==> src/rtl/configure.sv <==
// configure: shared UART constants and receiver state encoding
package configure;
  localparam int clk_freq = 50_000_000;
  localparam int baudrate = 115_200;
  localparam int clks_per_bit = clk_freq / baudrate;
  localparam int uart_rx_fifo_depth = 2;
  typedef enum logic [2:0] {IDLE, START, DATA, STOP, BREAK} uart_rx_state_t;
endpackage

==> src/rtl/uart_rx_fifo.sv <==
// uart_rx_fifo: first-word-fall-through byte FIFO with occupancy-counted full/empty
module uart_rx_fifo #(
  parameter int fifo_depth = 2
) (
  input  logic       clock,
  input  logic       reset,
  input  logic       push,
  input  logic [7:0] wdata,
  output logic       full,
  input  logic       pop,
  output logic [7:0] rdata,
  output logic       empty
);
  localparam int n = 1 << fifo_depth;
  logic [7:0] mem [n];
  logic [fifo_depth-1:0] wr_ptr, rd_ptr;
  logic [fifo_depth:0] count;
  logic do_push, do_pop;
  assign full = count == (fifo_depth + 1)'(n);
  assign empty = count == '0;
  assign do_pop = pop & ~empty;
  // a push into a full FIFO only lands when a pop frees a slot in the same cycle
  assign do_push = push & (~full | do_pop);
  assign rdata = mem[rd_ptr];
  always_ff @(posedge clock or posedge reset)
    if (reset) begin
      for (int i = 0; i < n; i++) mem[i] <= '0;
      wr_ptr <= '0;
      rd_ptr <= '0;
      count <= '0;
    end else begin
      if (do_push) begin
        mem[wr_ptr] <= wdata;
        wr_ptr <= wr_ptr + 1'b1;
      end
      if (do_pop) rd_ptr <= rd_ptr + 1'b1;
      count <= count + (fifo_depth + 1)'(do_push) - (fifo_depth + 1)'(do_pop);
    end
endmodule

==> src/rtl/uart_rx.sv <==
// uart_rx: 8N1 serial receiver with mid-bit sampling, byte FIFO and error pulses
module uart_rx #(
  parameter int clks_per_bit = configure::clks_per_bit,
  parameter int fifo_depth = configure::uart_rx_fifo_depth
) (
  input  logic       clock,
  input  logic       reset,
  input  logic       rx,
  output logic [7:0] rdata,
  output logic       rvalid,
  input  logic       rready,
  output logic       frame_err,
  output logic       overrun
);
  import configure::*;
  localparam int cnt_w = $clog2(clks_per_bit);
  localparam logic [cnt_w-1:0] half_cnt = cnt_w'(clks_per_bit / 2 - 1);
  localparam logic [cnt_w-1:0] bit_cnt = cnt_w'(clks_per_bit - 1);
  uart_rx_state_t state;
  logic rx_m, rx_s;
  logic [cnt_w-1:0] cnt;
  logic [2:0] idx;
  logic [7:0] shift;
  logic tick, push, pop, full, empty;
  assign tick = cnt == '0;
  assign push = state == STOP && tick && rx_s;
  assign pop = rvalid & rready;
  assign rvalid = ~empty;
  always_ff @(posedge clock or posedge reset)
    if (reset) begin
      rx_m <= 1'b1;
      rx_s <= 1'b1;
    end else begin
      rx_m <= rx;
      rx_s <= rx_m;
    end
  always_ff @(posedge clock or posedge reset)
    if (reset) begin
      state <= IDLE;
      cnt <= '0;
      idx <= '0;
      shift <= '0;
      frame_err <= 1'b0;
      overrun <= 1'b0;
    end else begin
      frame_err <= 1'b0;
      overrun <= push & full & ~pop;
      case (state)
        IDLE: if (!rx_s) begin
          cnt <= half_cnt;
          state <= START;
        end
        START: if (tick) begin
          cnt <= bit_cnt;
          idx <= '0;
          state <= rx_s ? IDLE : DATA;
        end else cnt <= cnt - 1'b1;
        DATA: if (tick) begin
          shift <= {rx_s, shift[7:1]};
          cnt <= bit_cnt;
          idx <= idx + 3'd1;
          state <= idx == 3'd7 ? STOP : DATA;
        end else cnt <= cnt - 1'b1;
        STOP: if (tick) begin
          frame_err <= ~rx_s;
          state <= rx_s ? IDLE : BREAK;
        end else cnt <= cnt - 1'b1;
        // a line held low after a bad stop bit must rise before a new start is accepted
        BREAK: if (rx_s) state <= IDLE;
        default: state <= IDLE;
      endcase
    end
  uart_rx_fifo #(.fifo_depth(fifo_depth)) fifo (
    .clock(clock),
    .reset(reset),
    .push(push),
    .wdata(shift),
    .full(full),
    .pop(pop),
    .rdata(rdata),
    .empty(empty)
  );
endmodule

==> config.mk <==
export PLATFORM = sky130hd
export DESIGN_NAME = uart_rx
export DESIGN_NICKNAME = d
export VERILOG_FILES = /design/src/rtl/configure.sv /design/src/rtl/uart_rx_fifo.sv /design/src/rtl/uart_rx.sv
export SDC_FILE = /design/constraint.sdc
export NUM_CORES = 1
export LEC_CHECK = 0
export CAP_MARGIN = 15
export CORE_AREA = 2 2 54 107
export DETAILED_ROUTE_END_ITERATION = 7
export DIE_AREA = 0 0 56 109
export PLACE_DENSITY = 0.91
export SKIP_LAST_GASP = 1
export SLEW_MARGIN = 20
export SYNTH_ARGS = -nofsm -noshare
export SYNTH_HDL_FRONTEND = slang
export SYNTH_HIERARCHICAL = 1
export SYNTH_SLANG_ARGS = --single-unit
==> constraint.sdc <==
create_clock -name clock -period 4.1 [get_ports clock]
set_input_delay 1.025 -clock clock [delete_from_list [all_inputs] [get_ports clock]]
set_output_delay 1.025 -clock clock [all_outputs]
set_load 0.05 [all_outputs]
# After elaboration in Yosys (flattened, before gate mapping)
# Cells that the tools add are included.
# totals
regBits,66
out_inout_bits,11
word_cells,85
# classes
add_sub_neg,6
order_cmp,3
n_eq_ne,12
muxes,24
bitwise,12
reduce_logical,13
# ops
operator,n
$bwmux 32,1
$mux 9,3
$pmux 9 s3,1
$mux 3,8
$mux 8,3
$bmux 8 s2,1
$demux 8 s2,1
$pmux 3 s5,1
$ne 2x2->1 const B,6
$eq 3x3->1 const B,3
$logic_not 9->1,1
$sub 9x1->9 const B,1
$eq 3x2->1 const B,2
$ge 3x3->1 const B,2
$logic_not 3->1,2
$not 2->3,2
$pmux 3 s2,1
$reduce_and 3->1,2
$and 1x1->1,5
$reduce_and 5->1,1
$add 2x1->2 const B,2
$not 1->1,4
$add 3x1->3,1
$add 3x1->3 const B,1
11 further kinds,15

# Logic depth before layout (Yosys ltp)
# Gate-level depths: netlist of run 1.
# depth
depth_word,8
ltp_mapped,13
mapped_depth_nobuf,11

# Hierarchy
# Netlist of run 1, hierarchy kept.
# modules_own_cells
module,n_inst,cells_each,area_each_um2,seq_area_each_um2
uart_rx_fifo,1,113,1793.0,975.9
uart_rx,1,142,1496.4,678.2

# Worst setup path before layout of run 1
# Ideal clock, no wire load.
# synth_timing
kind,input to register
startpoint,input rready
endpoint,register fifo.count[2]
arrival_ns,2.734
required_ns,3.977
path_slack_ns,1.243
stages,8
path_cell_list,nor2b_1 nor4b_4 nand2b_1 mux2i_1 ha_1 fa_1 xnor2_1 xnor2_1
# synth_via
elab_chain_cells,6
# synth_rtl
item,line_no,rtl
from (decl),uart_rx.sv:11,"input logic rready,"
$and 1x1->1 *,uart_rx.sv:27,assign pop = rvalid & rready;
$and 1x1->1 *,uart_rx_fifo.sv:21,assign do_pop = pop & ~empty;
$or 1x1->1,uart_rx_fifo.sv:23,assign do_push = push & (~full | do_pop);
$and 1x1->1,uart_rx_fifo.sv:23,
$add 3x1->3,uart_rx_fifo.sv:37,count <= count + (fifo_depth + 1)'(do_push) - (fifo_depth + 1)'(do_pop);
$sub 3x1->3 *,uart_rx_fifo.sv:37,
to (signal assigned),uart_rx_fifo.sv:37,
to (decl),uart_rx_fifo.sv:17,logic [fifo_depth:0] count;
# Every way passes the cells marked *; elsewhere a longest branch is shown, timed or not.
# A chain may end at the register's enable or synchronous reset.

# Worst setup path in the final report of run 1
# layout_timing
startpoint,register fifo.rd_ptr[0]
endpoint,output rdata[6]
# layout_via
elab_chain_cells,4
# layout_rtl
item,line_no,rtl
from (decl),uart_rx_fifo.sv:16,"logic [fifo_depth-1:0] wr_ptr, rd_ptr;"
from (signal assigned),uart_rx_fifo.sv:36,if (do_pop) rd_ptr <= rd_ptr + 1'b1;
$not 2->3 (not written as such),uart_rx_fifo.sv:24,assign rdata = mem[rd_ptr];
$bmux 8 s2,uart_rx_fifo.sv:24,
$mux 8 (not written as such) (2 in series),uart_rx_fifo.sv:24,
to (decl),uart_rx.sv:9,"output logic [7:0] rdata,"
# No other way between the ends. The select of a mux whose other input is x is not followed.

==> results of run 1 <==
## layer usage
| layer | vias up | track usage [%] | share of wire, % |
|---|---|---|---|
| met5 | - | 0 | 0 |
| met4 | 0 | 12.1 | 2.3 |
| met3 | 18 | 7.59 | 4.0 |
| met2 | 51 | 39.6 | 52 |
| met1 | 1097 | 31.5 | 42 |
| li1 | 973 | - | - |
## sequential cells by signal (all words and copies together) (netlist names), 2 cells and up
name	flops
fifo/count	3
shift	8
fifo/wr_ptr	2
cnt	9
state	3
idx	3
fifo/mem	32
fifo/rd_ptr	2
## worst max-delay path: cells and delay by family, from the launching register on
kind                   cells  cell delay [ns]
muxes                      1             0.58
DFF                        1             0.70
buffers and inverters      1             0.71
## report_power, final
group | switching, mW | internal [mW] | total (mW)
logic | 0.0828 | 0.101 | 0.184
clock network | 0.240 | 0.422 | 0.662
registers | 0.0727 | 0.681 | 0.753
## logic make-up after synthesis
group	count (synthesis)
AOI/OAI and AO/OA	36
xor gates and xnor gates	6
adders and majority gates	10
buffers and inverters	20
DFF	66
muxes	50
and+or+nand+nor	67
## cell type report
cell class | count | area (sq um)
clock buffers | 12 | 145
clock inverters | 4 | 98.8
fillers | 368 | 1610
inverters | 11 | 41.3
multi-input cells | 169 | 1550
flip-flops and latches | 66 | 1650
well taps | 60 | 75.1
repair buffers | 15 | 148
## layout by cell type, fill, tap and decap left out, types with 2 or more instances in the layout
master	count
nor3_1	6
clkdlybuf4s50_1	14
nor4b_4	2
mux4_2	8
dfstp_2	2
mux2_2	39
inv_1	10
a22o_2	2
nand3_1	5
clkbuf_8	10
nor2_1	11
nor2b_1	2
dfrtp_1	64
nor3b_1	2
nor2_2	5
a21oi_1	4
nor4_4	2
mux2_1	2
xnor2_1	5
nand2_1	14
o21ai_0	8
bufinv_16	3
a31oi_1	2
ha_1	9
clkbuf_1	2
nand4_1	3
a211oi_1	3
nor3_4	2
## worst min path at each step
| stage | startpoint | cells past startpoint | end |
|---|---|---|---|
| after global routing | rx_m | 0 | rx_s |
| after floorplan | rx_m | 0 | rx_s |
| after CTS | rx_m | 0 | rx_s |
| final | rx_m | 0 | rx_s |
| after global placement | rx_m | 0 | rx_s |
| after detailed placement | rx_m | 0 | rx_s |
==> results.md, run 1 <==
- Initial cell density of the core: 61.8%
- Cell leakage power: 1.66 nW
- Vias: 2139
- Status: finished clean
- # port buffers: 14
- Worst-Skew Late Latency: 0.34 ns
- Ratio of cells with drive above 1 in the final layout: 30.0%
- Synth Net Count: 269
- GPL Wtd Cong: 0.833
- Final hold viol count: 0
- Die X-Extent: 56 microns
- Main synth FF type: dfrtp_1
- Setup slack, reg-to-reg: 1.13 ns
- Top cells by area, synth: dfrtp_1, mux2_2, mux4_2
- Cell taking the most area after synthesis: dfrtp_1
- CTS tree: built
- Worst Setup Start Kind: flop
- Critical R2R Launch: cnt[0]
- F_max: 0.297 GHz
- Actual slew at the worst max-slew pin: 0.578 ns
- Post-synth EDFFs: 0
- Initial antenna violation count: 0
- Placed Instance Area: 3470 sq um
- Placed wire-length estimate: 4.36 mm
- CP Class: flop to output pin
- Critical path capture point type: output pin
- Commonest cells in the netlist: dfrtp_1, mux2_2, nand2_1
- Vias per cell: 6.35
- Fin. max-slew vios: 0
- Die area: 6100 sq um
- Final Skew: 0.00800 ns
- Register area share after synthesis: 50.3%
- Non-Filler Instances: 337
- Yosys top cell area share: 48.7%
- RR Endpoint: fifo/mem[10]
- DRC viols: 0
- Post-Synth XOR/XNOR Area: 1.60%
- Hold Slack: 0.364 ns
- Pwr/cell area: 431 nW/um^2
- Peak VDD IR: 0.368 mV
- Final worst slack: 0.738 ns
- Routed Antenna Nets: 0
- GRT Overall Usage: 25.1%
- CP arrival: 2.34 ns
- H-tree depth: 3
- Post-CTS Setup Inserts: 0
- Largest net degree at the start of global routing: 40
- First-pass GRT wire length: 11.5 mm
- Critical-path top delay cell: clkdlybuf4s50_1
- Period utilization: 82.0%
- Final WL: 6.69 mm
- Final Instance Area: 3710 sq um
- Mapped cell area: 3290 sq um
- GR Overflow Total: 0
- Asr flop ratio synth: 100%
- PostCTS Resize Cnt: 0
- Total Power: 1.60 mW
- Worst r2r path cells: 8
- Final setup fails: 0
- Worst Setup EP: rdata[6]
- Synth warn: 6
- Die Span Y: 109 microns
- Setup WS pre-CTS: 0.620 ns
- Post-synthesis adder-cell area fraction: 4.03%
- Area added between synthesis and finish: 12.8%
- Dpl cells: 321
- IO Count: 15
- Largest fanout on the critical path: 10
- Worst Hold Class: flop to flop
- CP required: 3.07 ns
- Final TNS setup: 0 ns
- Post-synth cell types: 60
- Avg WL per Cell: 19.9 microns
- Root Buffer: clkbuf_8
- Post-synthesis simple-gate area fraction: 13.6%
- Mux contribution to synthesized area: 19.8%
- Total of max-cap violations: 0
- Setup crit start: fifo/rd_ptr[0]
- # nets final: 286
- Maximum root-to-sink buffer count: 2
- Post-synthesis register bit count: 66
- Top-count cell post-synth: dfrtp_1
- DR iter-0 viols: 71
- Syn avg cell area: 12.9 sq um
- Min Clock Period, post-route: 3.36 ns
- CTS sink count: 66
- Number of cell rows: 38
- Crit path cell chain: mux4_2 > clkdlybuf4s50_1
- Clk slew on worst S/H paths: 0.07 ns
- Mapped Cells: 255
- Antenna Cells: 0
- Vias in the first global route: 2362
- Largest family of logic cells by synthesized area: multiplexers
- Pre-antenna DRT Iters: 4
- Core Region: 5330 sq um
- Headroom to the max-slew limit: 61.4%
- Post-synthesis compound-gate area fraction: 8.03%
- Slowest Stage Delay on Critical Path: 0.71 ns
- CTS Buf Count: 9
- Hold_buf cts: 0
- Finished Core Util: 69.7%
- RSZ-0062 raised after global routing: no
(Power assumes the default switching activity.)
==> inputs of run 2 (changes only) <==
--- a/config.mk
+++ b/config.mk
@@ -6,10 +6,10 @@
 export NUM_CORES = 1
 export LEC_CHECK = 0
 export CAP_MARGIN = 15
-export CORE_AREA = 2 2 54 107
+export CORE_AREA = 2 2 56 110
 export DETAILED_ROUTE_END_ITERATION = 7
-export DIE_AREA = 0 0 56 109
-export PLACE_DENSITY = 0.91
+export DIE_AREA = 0 0 58 112
+export PLACE_DENSITY = 0.87
 export SKIP_LAST_GASP = 1
 export SLEW_MARGIN = 20
 export SYNTH_ARGS = -nofsm -noshare
==> constraint.sdc (replaced) <==
create_clock -name clock -period 3.3 [get_ports clock]
set_input_delay 0.825 -clock clock [delete_from_list [all_inputs] [get_ports clock]]
set_output_delay 0.825 -clock clock [all_outputs]
set_load 0.05 [all_outputs]
==> results.md, run 2 (same netlist as run 1, synthesis figures left out) <==
- Status: finished clean (unchanged)
- Biggest regs: fifo/mem (32), cnt (9), shift (8) (unchanged)
- Most frequent cells in the layout: dfrtp_1, mux2_2, nand2_1, clkdlybuf4s50_1 (was dfrtp_1, mux2_2, nand2_1, clkdlybuf4s50_1, nor2_1)
- DR iter-0 viols: 113 (was 71)
- Worst Hold Class: flop to flop (unchanged)
- Hold Slack: 0.355 ns (was 0.364 ns)
- RSZ-0062 raised after global routing: no (unchanged)
- Final worst slack: 0.178 ns (was 0.738 ns)
- Core Region: 5660 sq um (was 5330 sq um)
- Root Buffer: clkbuf_16 (was clkbuf_8)
- Area added between synthesis and finish: 16.5% (was 12.8%)
- Critical R2R Launch: fifo/count[1] (was cnt[0])
- First-pass GRT wire length: 11.6 mm (was 11.5 mm)
- # port buffers: 14 (unchanged)
- Post-CTS Setup Inserts: 0 (unchanged)
- Final hold viol count: 0 (unchanged)
- H-tree depth: 3 (unchanged)
- CTS sink count: 66 (unchanged)
- Final TNS setup: 0 ns (unchanged)
- Fin. max-slew vios: 0 (unchanged)
- PostCTS Resize Cnt: 0 (unchanged)
- GRT Overall Usage: 24.1% (was 25.1%)
- GR Overflow Total: 0 (unchanged)
- CTS Buf Count: 9 (unchanged)
- Switching pwr: 563 uW (was 396 uW)
- Die X-Extent: 58 microns (was 56 microns)
- Die area: 6500 sq um (was 6100 sq um)
- Hold Crit Depth: 0 (unchanged)
- GPL Wtd Cong: 0.852 (was 0.833)
- Pwr/cell area: 577 nW/um^2 (was 431 nW/um^2)
- Largest fanout on the critical path: 9 (was 10)
- Flop pwr share: 42.0% (was 47.1%)
- Finished Core Util: 67.7% (was 69.7%)
- Critical-path top delay cell: clkdlybuf4s50_1 (unchanged)
- Maximum root-to-sink buffer count: 2 (unchanged)
- Final setup fails: 0 (unchanged)
- Routed Antenna Nets: 0 (unchanged)
- Commonest non-fill, non-tap cell in the layout: dfrtp_1 (unchanged)
- Largest register FFs: 32 (unchanged)
- # nets final: 291 (was 286)
- Pre-antenna DRT Iters: 4 (unchanged)
- Min Clock Period, post-route: 3.12 ns
- Pint: 1.65 mW (was 1.20 mW)
- Actual slew at the worst max-slew pin: 0.596 ns (was 0.578 ns)
- Total of max-cap violations: 0 (unchanged)
- CP arrival: 2.30 ns (was 2.34 ns)
- Ratio of cells with drive above 1 in the final layout: 31.6% (was 30.0%)
- WP buf/inv: 1 (unchanged)
- Final Instance Area: 3830 sq um (was 3710 sq um)
- CP required: 2.47 ns (was 3.07 ns)
- Headroom to the max-slew limit: 60.3% (was 61.4%)
- Final WL: 6.70 mm (was 6.69 mm)
- RR Endpoint: fifo/count[2] (was fifo/mem[10])
- Die Span Y: 112 microns (was 109 microns)
- Slowest Stage Delay on Critical Path: 0.72 ns (was 0.71 ns)
- Hold_buf cts: 0 (unchanged)
- Peak VDD IR: 0.654 mV (was 0.368 mV)
- CP Class: flop to output pin (unchanged)
- Final Skew: 0.00701 ns (was 0.00800 ns)
- Sw frac: 25.5% (was 24.7%)
- Hold path startpoint: rx_m (unchanged)
- Clk slew on worst S/H paths: 0.06 ns (was 0.07 ns)
- Vias per cell: 6.34 (was 6.35)
- Clk pwr share: 46.6% (was 41.4%)
- Vias in the first global route: 2324 (was 2362)
- Avg WL per Cell: 19.5 microns (was 19.9 microns)
- IO Count: 15 (unchanged)
- Antenna Cells: 0 (unchanged)
- Number of cell rows: 39 (was 38)
- Cell leakage power: 1.72 nW (was 1.66 nW)
- DRC viols: 0 (unchanged)
- Critical path capture point type: output pin (unchanged)
- Vias: 2174 (was 2139)
- Setup slack, reg-to-reg: 0.49 ns (was 1.13 ns)
- Worst r2r path cells: 9 (was 8)
- Largest net degree at the start of global routing: 40 (unchanged)
- Hold endpoint: rx_s (unchanged)
- Worst-Skew Late Latency: 0.33 ns (was 0.34 ns)
- Placed wire-length estimate: 4.66 mm (was 4.36 mm)
- Initial antenna violation count: 0 (unchanged)
- F_max: 0.320 GHz
- Largest register by flop count: fifo/mem (unchanged)
- Logic pwr share: 11.4% (was 11.5%)
- Initial cell density of the core: 58.1% (was 61.8%)
- Setup WS pre-CTS: 0.0975 ns (was 0.620 ns)
- Delay-heaviest family, CP: buffers and inverters (unchanged)
- Crit path cell chain: mux4_2 > clkdlybuf4s50_1 (unchanged)
- Period utilization: 94.6%
- CTS tree: built (unchanged)
- Placed Instance Area: 3510 sq um (was 3470 sq um)
- Worst Setup Start Kind: flop (unchanged)
- Filler Cell Count: 388 (was 368)
## run 2: cell types whose count changed in the layout (fill, tap and decap cells not counted), sizes merged
cell      previous run  this run
clkinvlp             0         1
buf                  1         6
clkinv               1         3
bufinv               3         2
inv                 11        12
clkbuf              12         9
## run 2: final cells by class
class / count / area [sq um] / share of cell area (%)
Clock buffer: 9 / 225 / 5.87
Clock inverter: 7 / 103 / 2.68
Inverter: 11 / 41.3 / 1.08
Multi-Input combinational cell: 169 / 1550 / 40.4
Sequential cell: 66 / 1650 / 43.1
Tap cell: 61 / 76.3 / 1.99
Timing Repair Buffer: 20 / 185 / 4.83
## run 2: per-layer routing
metal	global-route usage [%]	wire (microns)	up-vias
li1	-	-	991
met1	28.6	2520	1099
met2	39.2	3690	62
met3	5.11	226	22
met4	14.4	259	0
met5	0	0	-
## run 2: power groups by stage
stage,combinational (mW),clock (mW),sequential [mW]
after global placement,0.240,0,0.942
after global routing,0.275,1.09,0.938
after floorplan,0.238,0,0.887
after detailed placement,0.253,0,0.946
final,0.252,1.03,0.930
after CTS,0.255,1.05,0.931
## run 2: per-stage QoR
stage                     instances  power [mW]
after global routing            343        2.30
after floorplan                 255        1.12
after CTS                       343        2.23
after detailed placement        327        1.20
final                           343        2.21
after global placement          327        1.18
## run 2: how the worst max path moves through the flow
| stage | cells after the start | slack [ns] | startpoint | end |
|---|---|---|---|---|
| floorplan | 8 | 0.64 | rready | fifo/count[2] |
| global placement | 9 | 0.14 | rready | fifo/count[2] |
| detailed placement | 9 | 0.1 | rready | fifo/count[2] |
| CTS | 2 | 0.16 | fifo/rd_ptr[1] | rdata[2] |
| global route | 2 | 0.11 | fifo/rd_ptr[1] | rdata[0] |
| finish | 2 | 0.18 | fifo/rd_ptr[1] | rdata[2] |
==> inputs of run 3 (changes only) <==
--- a/config.mk
+++ b/config.mk
@@ -5,10 +5,11 @@
 export SDC_FILE = /design/constraint.sdc
 export NUM_CORES = 1
 export LEC_CHECK = 0
+export ABC_AREA = 1
 export CAP_MARGIN = 15
-export CORE_AREA = 2 2 56 110
+export CORE_AREA = 2 2 57 113
 export DETAILED_ROUTE_END_ITERATION = 7
-export DIE_AREA = 0 0 58 112
+export DIE_AREA = 0 0 59 115
 export PLACE_DENSITY = 0.87
 export SKIP_LAST_GASP = 1
 export SLEW_MARGIN = 20
==> results.md, run 3 <==
- Pwr/cell area: 670 nW/um^2 (was 577 nW/um^2)
- Final setup fails: 0 (unchanged)
- Worst r2r path cells: 10 (was 9)
- Antenna Cells: 0 (unchanged)
- GR Overflow Total: 0 (unchanged)
- # port buffers: 14 (unchanged)
- Critical-path top delay cell: clkdlybuf4s50_1 (unchanged)
- Commonest cells in the netlist: nand2_1, dfrtp_1, nand4_1 (was dfrtp_1, mux2_2, nand2_1)
- Critical path capture point type: output pin (unchanged)
- Period utilization: 93.3% (was 94.6%)
- CTS Buf Count: 9 (unchanged)
- RR Endpoint: fifo/mem[6] (was fifo/count[2])
- Avg WL per Cell: 15.2 microns (was 19.5 microns)
- Worst-Skew Late Latency: 0.33 ns (about the same)
- First-pass GRT wire length: 12.7 mm (was 11.6 mm)
- Largest fanout on the critical path: 11 (was 9)
- Register area share after synthesis: 47.6% (was 50.3%)
- Critical R2R Launch: cnt[0] (was fifo/count[1])
- Vias per cell: 5.79 (was 6.34)
- Worst Hold Class: flop to flop (unchanged)
- F_max: 0.325 GHz (was 0.320 GHz)
- Slowest Stage Delay on Critical Path: 0.83 ns (was 0.72 ns)
- IO Count: 15 (unchanged)
- Clk slew on worst S/H paths: 0.05 ns (was 0.06 ns)
- Post-synthesis register bit count: 66 (unchanged)
- Largest register FFs: 32 (unchanged)
- DR iter-0 viols: 198 (was 113)
- Vias in the first global route: 2757 (was 2324)
- Hold path startpoint: rx_m (unchanged)
- H-tree depth: 3 (unchanged)
- Top cells by area, synth: dfrtp_1, nand2_1, nand4_1 (was dfrtp_1, mux2_2, mux4_2)
- Initial cell density of the core: 58.9% (was 58.1%)
- Placed wire-length estimate: 4.91 mm (was 4.66 mm)
- Die area: 6790 sq um (was 6500 sq um)
- Die X-Extent: 59 microns (was 58 microns)
- Vias: 2861 (was 2174)
- Final hold viol count: 0 (unchanged)
- Worst Setup Start Kind: flop (unchanged)
- Actual slew at the worst max-slew pin: 0.497 ns (was 0.596 ns)
- Hold endpoint: rx_s (unchanged)
- Setup slack, reg-to-reg: 0.78 ns (was 0.49 ns)
- Hold_buf cts: 0 (unchanged)
- Final Skew: 0.00684 ns (was 0.00701 ns)
- Most frequent cells in the layout: nand2_1, dfrtp_1, nand4_1, nor2_1, nand3_1 (was dfrtp_1, mux2_2, nand2_1, clkdlybuf4s50_1)
- Placed Instance Area: 3610 sq um (was 3510 sq um)
- Finished Core Util: 66.1% (was 67.7%)
- # nets final: 441 (was 291)
- Largest net degree at the start of global routing: 40 (unchanged)
- Final TNS setup: 0 ns (unchanged)
- Mapped cell area: 3480 sq um (was 3290 sq um)
- CP required: 2.47 ns (about the same)
- Maximum root-to-sink buffer count: 2 (unchanged)
- Initial antenna violation count: 0 (unchanged)
- Delay-heaviest family, CP: buffers and inverters (unchanged)
- Synth Net Count: 428 (was 269)
- CP Class: flop to output pin (unchanged)
- WP buf/inv: 2 (was 1)
- DRC viols: 0 (unchanged)
- Final Instance Area: 3900 sq um (was 3830 sq um)
- CTS sink count: 66 (unchanged)
- Post-synth cell types: 36 (was 60)
- Synth warn: 6 (unchanged)
- Core Region: 5910 sq um (was 5660 sq um)
- Status: finished clean (unchanged)
- RSZ-0062 raised after global routing: no (unchanged)
- Fin. max-slew vios: 0 (unchanged)
- Top-count cell post-synth: nand2_1 (was dfrtp_1)
- Yosys top cell area share: 46.1% (was 48.7%)
- Root Buffer: clkbuf_16 (unchanged)
- Main synth FF type: dfrtp_1 (unchanged)
- Area added between synthesis and finish: 12.2% (was 16.5%)
- Cell leakage power: 2.02 nW (was 1.72 nW)
- Total of max-cap violations: 0 (unchanged)
- Final worst slack: 0.222 ns (was 0.178 ns)
- Post-synth EDFFs: 0 (unchanged)
- Peak VDD IR: 0.408 mV (was 0.654 mV)
- Hold Crit Depth: 0 (unchanged)
- Pre-antenna DRT Iters: 5 (was 4)
- Die Span Y: 115 microns (was 112 microns)
- Routed Antenna Nets: 0 (unchanged)
- Min Clock Period, post-route: 3.08 ns (was 3.12 ns)
- Ratio of cells with drive above 1 in the final layout: 13.2% (was 31.6%)
- Asr flop ratio synth: 100% (unchanged)
- Biggest regs: fifo/mem (32), cnt (9), shift (8) (unchanged)
- Post-CTS Setup Inserts: 0 (unchanged)
- Headroom to the max-slew limit: 66.8% (was 60.3%)
- Number of cell rows: 40 (was 39)
- Syn avg cell area: 8.40 sq um (was 12.9 sq um)
- CTS tree: built (unchanged)
- Cell taking the most area after synthesis: dfrtp_1 (unchanged)
- Commonest non-fill, non-tap cell in the layout: nand2_1 (was dfrtp_1)
- Setup WS pre-CTS: 0.513 ns (was 0.0975 ns)
- GRT Overall Usage: 25.0% (was 24.1%)
- GPL Wtd Cong: 0.873 (was 0.852)
- Final WL: 7.49 mm (was 6.70 mm)
- CP arrival: 2.25 ns (was 2.30 ns)
- Crit path cell chain: inv_1 > o21ai_0 > o22ai_1 > clkdlybuf4s50_1 (was mux4_2 > clkdlybuf4s50_1)
- PostCTS Resize Cnt: 0 (unchanged)
- Largest register by flop count: fifo/mem (unchanged)
- Mapped Cells: 414 (was 255)
-- run 3: cell types whose count changed after synthesis, sizes merged, moves of 10 or more --
cell / delta
buf: +10
mux2: -41
nor2: +20
inv: +20
o21ai: +22
nand4: +32
nand3: +26
nand2: +120
-- run 3: how the worst max path moves through the flow --
stage	cells after the start	end	slack, ns	start
5_1_grt	4	rdata[6]	0.11	fifo/rd_ptr[1]
3_3_place_gp	4	rdata[6]	0.53	fifo/rd_ptr[0]
2_1_floorplan	12	fifo/count[2]	0.83	cnt[0]
6_report	4	rdata[6]	0.22	fifo/rd_ptr[1]
4_1_cts	4	rdata[6]	0.15	fifo/rd_ptr[0]
3_5_place_dp	4	rdata[0]	0.51	fifo/rd_ptr[0]
-- run 3: layout make-up --
cell class              count  area [sq um]
clock inverters             3          40.0
inverters                  32           123
well taps                  63          78.8
flip-flops and latches     66          1660
fillers                   485          2000
multi-input cells         299          1580
clock buffers              12           246
repair buffers             19           180
-- run 3: cells by family after synthesis --
logic type      Yosys count  synth area share [%]
fa+ha+maj                10                  3.81
simple gates            241                  32.7
xor+xnor                  4                  1.01
flops                    66                  47.6
buf+inv                  49                  7.09
compound gates           44                  7.77
-- run 3: layer usage --
layer  vias to the layer above  track usage, %  wire (microns)
li1                       1410               -               -
met1                      1337            33.1            3150
met2                        97            37.1            3690
met3                        17            7.20             483
met4                         0            12.6             163
met5                         -               0               0
-- run 3: stage by stage --
| stage | hold WS [ns] | power (mW) | std cells |
|---|---|---|---|
| floorplan | 0.345 | 1.51 | 414 |
| global placement | 0.347 | 1.69 | 479 |
| detailed placement | 0.347 | 1.71 | 479 |
| CTS | 0.354 | 2.63 | 494 |
| global route | 0.359 | 2.75 | 494 |
| finish | 0.353 | 2.61 | 494 |
-- run 3: power breakdown --
group | switching [mW] | internal, mW | leakage (nW)
sequential | 0.0755 | 0.849 | 0.885
clock | 0.314 | 0.597 | 0.142
combinational | 0.526 | 0.252 | 0.988
